[src/rtl/sync_handshake_rx_pkg.sv]
// Shared constants and state encoding for the destination-side toggle-handshake CDC receiver.
package sync_handshake_rx_pkg;

   localparam int SYNC_STAGES_MIN = 2;
   localparam int SYNC_STAGES_MAX = 4;

   // Scheduler payload: target address bits (less 3), page offset, op type, padded to a word
   localparam int ADDR_WIDTH         = 27;
   localparam int PAGE_OFFSET_WIDTH  = 3;
   localparam int OP_TYPE_WIDTH      = 3;
   localparam int PAYLOAD_PAD        = 2;
   localparam int DEFAULT_DATA_WIDTH = (ADDR_WIDTH - 3) + PAGE_OFFSET_WIDTH + OP_TYPE_WIDTH + PAYLOAD_PAD;

   typedef enum logic {
      RX_IDLE = 1'b0,
      RX_HOLD = 1'b1
   } rx_state_e;

endpackage

[src/rtl/sync_handshake_rx_if.sv]
// Toggle req/ack bus plus consumer valid/ready side of the CDC receiver.
interface sync_handshake_rx_if #(
   parameter int DATA_WIDTH = 32
);
   logic                  req_tgl_a;
   logic [DATA_WIDTH-1:0] data_a;
   logic                  ack_tgl;
   logic [DATA_WIDTH-1:0] data_o;
   logic                  valid_o;
   logic                  ready_i;

   modport master (
      output req_tgl_a,
      output data_a,
      input  ack_tgl,
      input  data_o,
      input  valid_o,
      output ready_i
   );

   modport slave (
      input  req_tgl_a,
      input  data_a,
      output ack_tgl,
      output data_o,
      output valid_o,
      input  ready_i
   );
endinterface

[src/rtl/sync_handshake_rx_sync_bit_chain.sv]
// Plain flop chain for synchronizing asynchronous bits; no logic between stages.
module sync_bit_chain #(
   parameter int STAGES = 2,
   parameter int WIDTH  = 1
) (
   input  logic             clk,
   input  logic             rst_n,
   input  logic [WIDTH-1:0] d,
   output logic [WIDTH-1:0] q
);

   (* ASYNC_REG = "TRUE" *) logic [WIDTH-1:0] chain [STAGES];

   always_ff @(posedge clk) begin
      if (!rst_n) begin
         for (int i = 0; i < STAGES; i++) chain[i] <= '0;
      end else begin
         chain[0] <= d;
         for (int i = 1; i < STAGES; i++) chain[i] <= chain[i-1];
      end
   end

   assign q = chain[STAGES-1];

endmodule

[src/rtl/sync_handshake_rx.sv]
// Destination-side toggle-handshake receiver with level synchronizers and edge pulses.
// state   | meaning
// RX_IDLE | no payload held; waiting for a req toggle edge
// RX_HOLD | payload captured and presented on data_o/valid_o until accepted
module sync_handshake_rx
   import sync_handshake_rx_pkg::*;
#(
   parameter int DATA_WIDTH  = DEFAULT_DATA_WIDTH,
   parameter int SYNC_STAGES = 2,
   parameter int NUM_LVL     = 2
) (
   input  logic               clk_83M,
   input  logic               rst_n,
   sync_handshake_rx_if.slave hs,
   output logic               err_o,
   input  logic [NUM_LVL-1:0] lvl_a,
   output logic [NUM_LVL-1:0] lvl_o,
   output logic [NUM_LVL-1:0] lvl_rise_o,
   output logic [NUM_LVL-1:0] lvl_fall_o
);

   if (SYNC_STAGES < SYNC_STAGES_MIN || SYNC_STAGES > SYNC_STAGES_MAX) begin : g_bad_stages
      $error("sync_handshake_rx: SYNC_STAGES out of range");
   end

   logic                  req_s;
   logic                  req_d;
   logic                  req_edge;
   rx_state_e             state_q;
   rx_state_e             state_d;
   logic                  capture;
   logic                  accept;
   logic                  err_set;
   logic [DATA_WIDTH-1:0] data_q;
   logic                  ack_q;
   logic                  err_q;
   logic [NUM_LVL-1:0]    lvl_s;
   logic [NUM_LVL-1:0]    lvl_prev;

   sync_bit_chain #(
      .STAGES (SYNC_STAGES),
      .WIDTH  (1)
   ) u_req_sync (
      .clk   (clk_83M),
      .rst_n (rst_n),
      .d     (hs.req_tgl_a),
      .q     (req_s)
   );

   sync_bit_chain #(
      .STAGES (SYNC_STAGES),
      .WIDTH  (NUM_LVL)
   ) u_lvl_sync (
      .clk   (clk_83M),
      .rst_n (rst_n),
      .d     (lvl_a),
      .q     (lvl_s)
   );

   assign req_edge = req_s ^ req_d;

   always_ff @(posedge clk_83M) begin
      if (!rst_n) begin
         state_q <= RX_IDLE;
      end else begin
         state_q <= state_d;
      end
   end

   // An edge seen while holding is a violation; it is consumed without capture or extra ack.
   always_comb begin
      state_d = state_q;
      capture = 1'b0;
      accept  = 1'b0;
      err_set = 1'b0;
      unique case (state_q)
         RX_IDLE: begin
            if (req_edge) begin
               capture = 1'b1;
               state_d = RX_HOLD;
            end
         end
         RX_HOLD: begin
            err_set = req_edge;
            if (hs.ready_i) begin
               accept  = 1'b1;
               state_d = RX_IDLE;
            end
         end
         default: state_d = RX_IDLE;
      endcase
   end

   always_ff @(posedge clk_83M) begin
      if (!rst_n) begin
         req_d    <= 1'b0;
         data_q   <= '0;
         ack_q    <= 1'b0;
         err_q    <= 1'b0;
         lvl_prev <= '0;
      end else begin
         req_d    <= req_s;
         lvl_prev <= lvl_s;
         if (capture) data_q <= hs.data_a;
         if (accept)  ack_q  <= ~ack_q;
         if (err_set) err_q  <= 1'b1;
      end
   end

   assign hs.data_o  = data_q;
   assign hs.valid_o = (state_q == RX_HOLD);
   assign hs.ack_tgl = ack_q;
   assign err_o      = err_q;

   assign lvl_o      = lvl_s;
   assign lvl_rise_o = lvl_s & ~lvl_prev;
   assign lvl_fall_o = ~lvl_s & lvl_prev;

endmodule

[src/flat_wrapper.sv]
// flat-port wrapper written by rule: the top's interface ports become plain ports
module sync_handshake_rx_flat import sync_handshake_rx_pkg::*;
#(
   parameter int DATA_WIDTH  = DEFAULT_DATA_WIDTH,
   parameter int SYNC_STAGES = 2,
   parameter int NUM_LVL     = 2
)
  (clk_83M, rst_n, err_o, lvl_a, lvl_o, lvl_rise_o, lvl_fall_o, hs_req_tgl_a, hs_data_a, hs_ack_tgl, hs_data_o, hs_valid_o, hs_ready_i);
  sync_handshake_rx_if #(.DATA_WIDTH(DATA_WIDTH)) hs_i ();
  input  logic clk_83M;
  input  logic rst_n;
  output logic err_o;
  input  logic [NUM_LVL-1:0] lvl_a;
  output logic [NUM_LVL-1:0] lvl_o;
  output logic [NUM_LVL-1:0] lvl_rise_o;
  output logic [NUM_LVL-1:0] lvl_fall_o;
  input wire logic [$bits(hs_i.req_tgl_a)-1:0] hs_req_tgl_a;
  input wire logic [$bits(hs_i.data_a)-1:0] hs_data_a;
  output wire logic [$bits(hs_i.ack_tgl)-1:0] hs_ack_tgl;
  output wire logic [$bits(hs_i.data_o)-1:0] hs_data_o;
  output wire logic [$bits(hs_i.valid_o)-1:0] hs_valid_o;
  input wire logic [$bits(hs_i.ready_i)-1:0] hs_ready_i;
  assign hs_i.req_tgl_a = hs_req_tgl_a;
  assign hs_i.data_a = hs_data_a;
  assign hs_ack_tgl = hs_i.ack_tgl;
  assign hs_data_o = hs_i.data_o;
  assign hs_valid_o = hs_i.valid_o;
  assign hs_i.ready_i = hs_ready_i;
  sync_handshake_rx #(.DATA_WIDTH(DATA_WIDTH), .SYNC_STAGES(SYNC_STAGES), .NUM_LVL(NUM_LVL)) u_core (.clk_83M(clk_83M), .rst_n(rst_n), .hs(hs_i), .err_o(err_o), .lvl_a(lvl_a), .lvl_o(lvl_o), .lvl_rise_o(lvl_rise_o), .lvl_fall_o(lvl_fall_o));
endmodule
[config.mk]
export PLATFORM = sky130hd
export DESIGN_NAME = sync_handshake_rx_flat
export DESIGN_NICKNAME = d
export VERILOG_FILES = /design/src/rtl/sync_handshake_rx_pkg.sv /design/src/rtl/sync_handshake_rx_if.sv /design/src/rtl/sync_handshake_rx_sync_bit_chain.sv /design/src/rtl/sync_handshake_rx.sv /design/src/flat_wrapper.sv
export SDC_FILE = /design/constraint.sdc
export NUM_CORES = 1
export LEC_CHECK = 0
export ABC_AREA = 1
export CORE_MARGIN = 1.5
export CORE_UTILIZATION = 44
export DETAILED_ROUTE_END_ITERATION = 8
export GPL_TIMING_DRIVEN = 0
export PLACE_DENSITY = 0.8
export SYNTH_ARGS = -nofsm -noshare
export SYNTH_HDL_FRONTEND = slang
export SYNTH_SLANG_ARGS = --single-unit
export TNS_END_PERCENT = 30
[constraint.sdc]
create_clock -name clk_83M -period 1.51 [get_ports clk_83M]
set_clock_uncertainty 0.1 [all_clocks]
set_input_delay 0.302 -clock clk_83M [delete_from_list [all_inputs] [get_ports clk_83M]]
set_output_delay 0.302 -clock clk_83M [all_outputs]
set_load 0.1 [all_outputs]
==> metrics.md <==
| Metric | Value |
|---|---|
| Outcome | complete, but fails checks |
| Violated checks | DRC |
| Placed Area | around 3000 sq um |
| Layout cells sized above 1 | 18.1% |
| Max cap viols | 0 |
| Area Growth Syn to Fin | 38.0% |
| Total gr overflow | 0 |
| Area of the multi-input gates | 686 sq um |
| CTS max path bufs | 2 |
| Final Cell Area | between 2000 and 3000 sq um |
| Share of the synthesized area in the top cell type | between 40% and 50% |
| Boundary Pins | 79 |
| Final period utilization | roughly 98% |
| Final setup viols | 0 |
| Initial core utilization | a little under half |
| Slowest stage delay, CP | between 400 and 500 ps |
| GRT Util Overall | between 10% and 20% |
| Nature of the critical path endpoint | primary output |
| CTS Buf Count | 5 |
| DR vias/cell | about 4.2 |
| Slew at the pin with the worst max-slew slack | roughly 500 ps |
| Clock Sinks | between 40 and 50 |
| Crit path kind | flop to primary output |
| DRT iter0 DRCs | 82 |
| Sequential cell area | about 890 sq um |
| Final hold vios | 0 |
| Worst-path clk slew | ~80 ps |
| Crit path cell chain | buf_2 |
| # diodes | 0 |
| CTS Root Cell | clkbuf_8 |
| Largest net degree at the start of global routing | 15 |
| Worst slew margin | between 60 and 70% |
| Post-DP HPWL | about 3200 microns |
| Area leader, netlist | dfxtp_1 |
| Worst path required time | roughly 1100 ps |
| Worst-skew pair later-pin latency | a little under 300 ps |
| Die Ht | 71.8 microns |
| Core area | ~4400 sq um |
| Most frequent cells in the layout | inv_1, nand2_1, buf_2, dfxtp_1, clkdlybuf4s50_1 |
| Fmax | slightly below 0.7 GHz |
| LEAKAGE | about 1.7 nW |
| IR drop worst, VDD | around 0.67 mV |
| Die ar. | slightly above 5000 sq um |
| Worst path slowest cell | buf_2 |
| RSZ-0062 raised after global routing | false |
| Via count | between 1500 and 2000 |
| #FFs+latches synth | between 40 and 50 |
| Critical Path Source Type | flop |
| CTS tree | done |
| Routed Antenna Nets | 0 |
| Placed cell count | around 460 |
| Initial antenna violation count | 0 |
| Routed len/inst | ~9.5 microns |
| Final min period | between 1000 and 1500 ps |
| Post-synthesis instance total | 330 |
| Critical path's top delay family | buffers and inverters |
| First drt pass iteration count | 8 |
| CTS H-tree depth | 2 |
| Syn Std Cell Area | 2080 sq um |
| Vias in the first global route | around 1900 |
| Site Rows | 24 |
| R2r setup slk | roughly 220 ps |
| Post-Syn Nets | 368 |
| Ys Warns | 0 |
| Post-layout nets | 452 |
| Number of port buffers | 77 |
| First-pass GRT wire length | roughly 7600 microns |
| Avg Cell Area, Syn | about 6.3 sq um |
| Fillers | 426 |
| Critical Path AT | 1070 ps |
| Slew Viols, Final | 0 |
| Die Width | between 70 and 80 microns |
| Routability Congestion | roughly 0.71 |
| Min-delay worst type | input pin to flop |
| Synth cell types | 17 |
| Routed WL | 4430 microns |
| Commonest non-fill, non-tap cell in the layout | inv_1 |
| Setup_tns | 0 ps |
| Final cell count without fillers | 467 |
| Largest cells by area after synthesis | dfxtp_1, inv_1, nand2_1 |
| Cell area power density | between 1000 and 1500 nW/um^2 |
| Hold Buf Count CTS | 0 |
| CP bufs+invs | 1 |
| CP max FO | 2 |
| Remaining DRCs | 1 |
| Post-synthesis sequential area ratio | between 40% and 50% |
cells by family after synthesis:
| group | Yosys count | share of synthesized area (%) |
|---|---|---|
| compound gates | 3 | 0.841 |
| buf+inv | 134 | 25.3 |
| flops | 44 | 42.3 |
| simple gates | 149 | 31.6 |
repair_timing:
action | 4_1_cts | 5_1_grt
endpoints found under the hold margin | 0 | 0
resized for setup | 214 | 10
buffers inserted | 0 | 0
endpoints found under the setup margin | 41 | 7
area by class of cell:
cell class                      count  share of cell area [%]
Buffer                             19                    3.31
Tap cell                           52                    2.26
Sequential cell                    44                    30.9
Inverter                          115                    15.0
Multi-Input combinational cell    152                    23.9
Clock buffer                        5                    2.39
Timing Repair Buffer               77                    21.6
Clock inverter                      3                   0.653
registers in the layout (all words and copies together) (netlist names):
name and flops:
u_core.hs.data_o 32, u_core.u_lvl_sync.chain 4, u_core.lvl_prev 2, u_core.u_req_sync.chain 2
u_core.err_o 1, u_core.hs.ack_tgl 1, u_core.hs.valid_o 1, u_core.req_d 1
synth_stat cells:
cell type / count
dfxtp_1: 44
nand3_1: 2
nand3_2: 1
nand4_1: 32
inv_1: 113
nand2_2: 1
a21boi_0: 1
a21oi_1: 1
buf_2: 13
clkinv_1: 1
inv_2: 1
nor2_1: 36
clkbuf_1: 4
buf_4: 2
o21ai_0: 1
nand2_1: 76
nand2_4: 1
routing by layer:
layer,global-route usage (%),vias to the layer above,routed length [microns]
li1,-,1096,-
met1,21.6,822,2010
met2,33.1,49,2140
met3,4.08,5,245
met4,5.45,0,36
met5,0,-,0
path summary, 6_finish.rpt:
check                                start                             to  cells past startpoint
max reg2reg              u_core.hs.valid_o            u_core.hs.data_o[2]                      6
max                   u_core.hs.data_o[12]                  hs_data_o[12]                      1
min                                  rst_n           u_core.hs.data_o[22]                      3
min reg2reg  u_core.u_lvl_sync.chain[0][1]  u_core.u_lvl_sync.chain[0][3]                      2
metrics by stage:
step	utilization, %	setup slack (ps)	power [mW]	hold slack [ps]
global route	64.7	4.49	3.12	215
CTS	64.1	-88.9	3.00	196
global placement	66.0	-514	2.33	292
finish	64.7	34.5	2.97	202
detailed placement	66.0	-538	2.34	308
floorplan	-	-85.3	2.06	290
power by group:
part | internal [mW] | switching, mW | total [mW]
logic | 0.245 | 0.738 | 0.983
clock network | 0.322 | 0.394 | 0.716
registers | 1.23 | 0.0366 | 1.27
No activity file was read; power rests on OpenSTA's default activity.
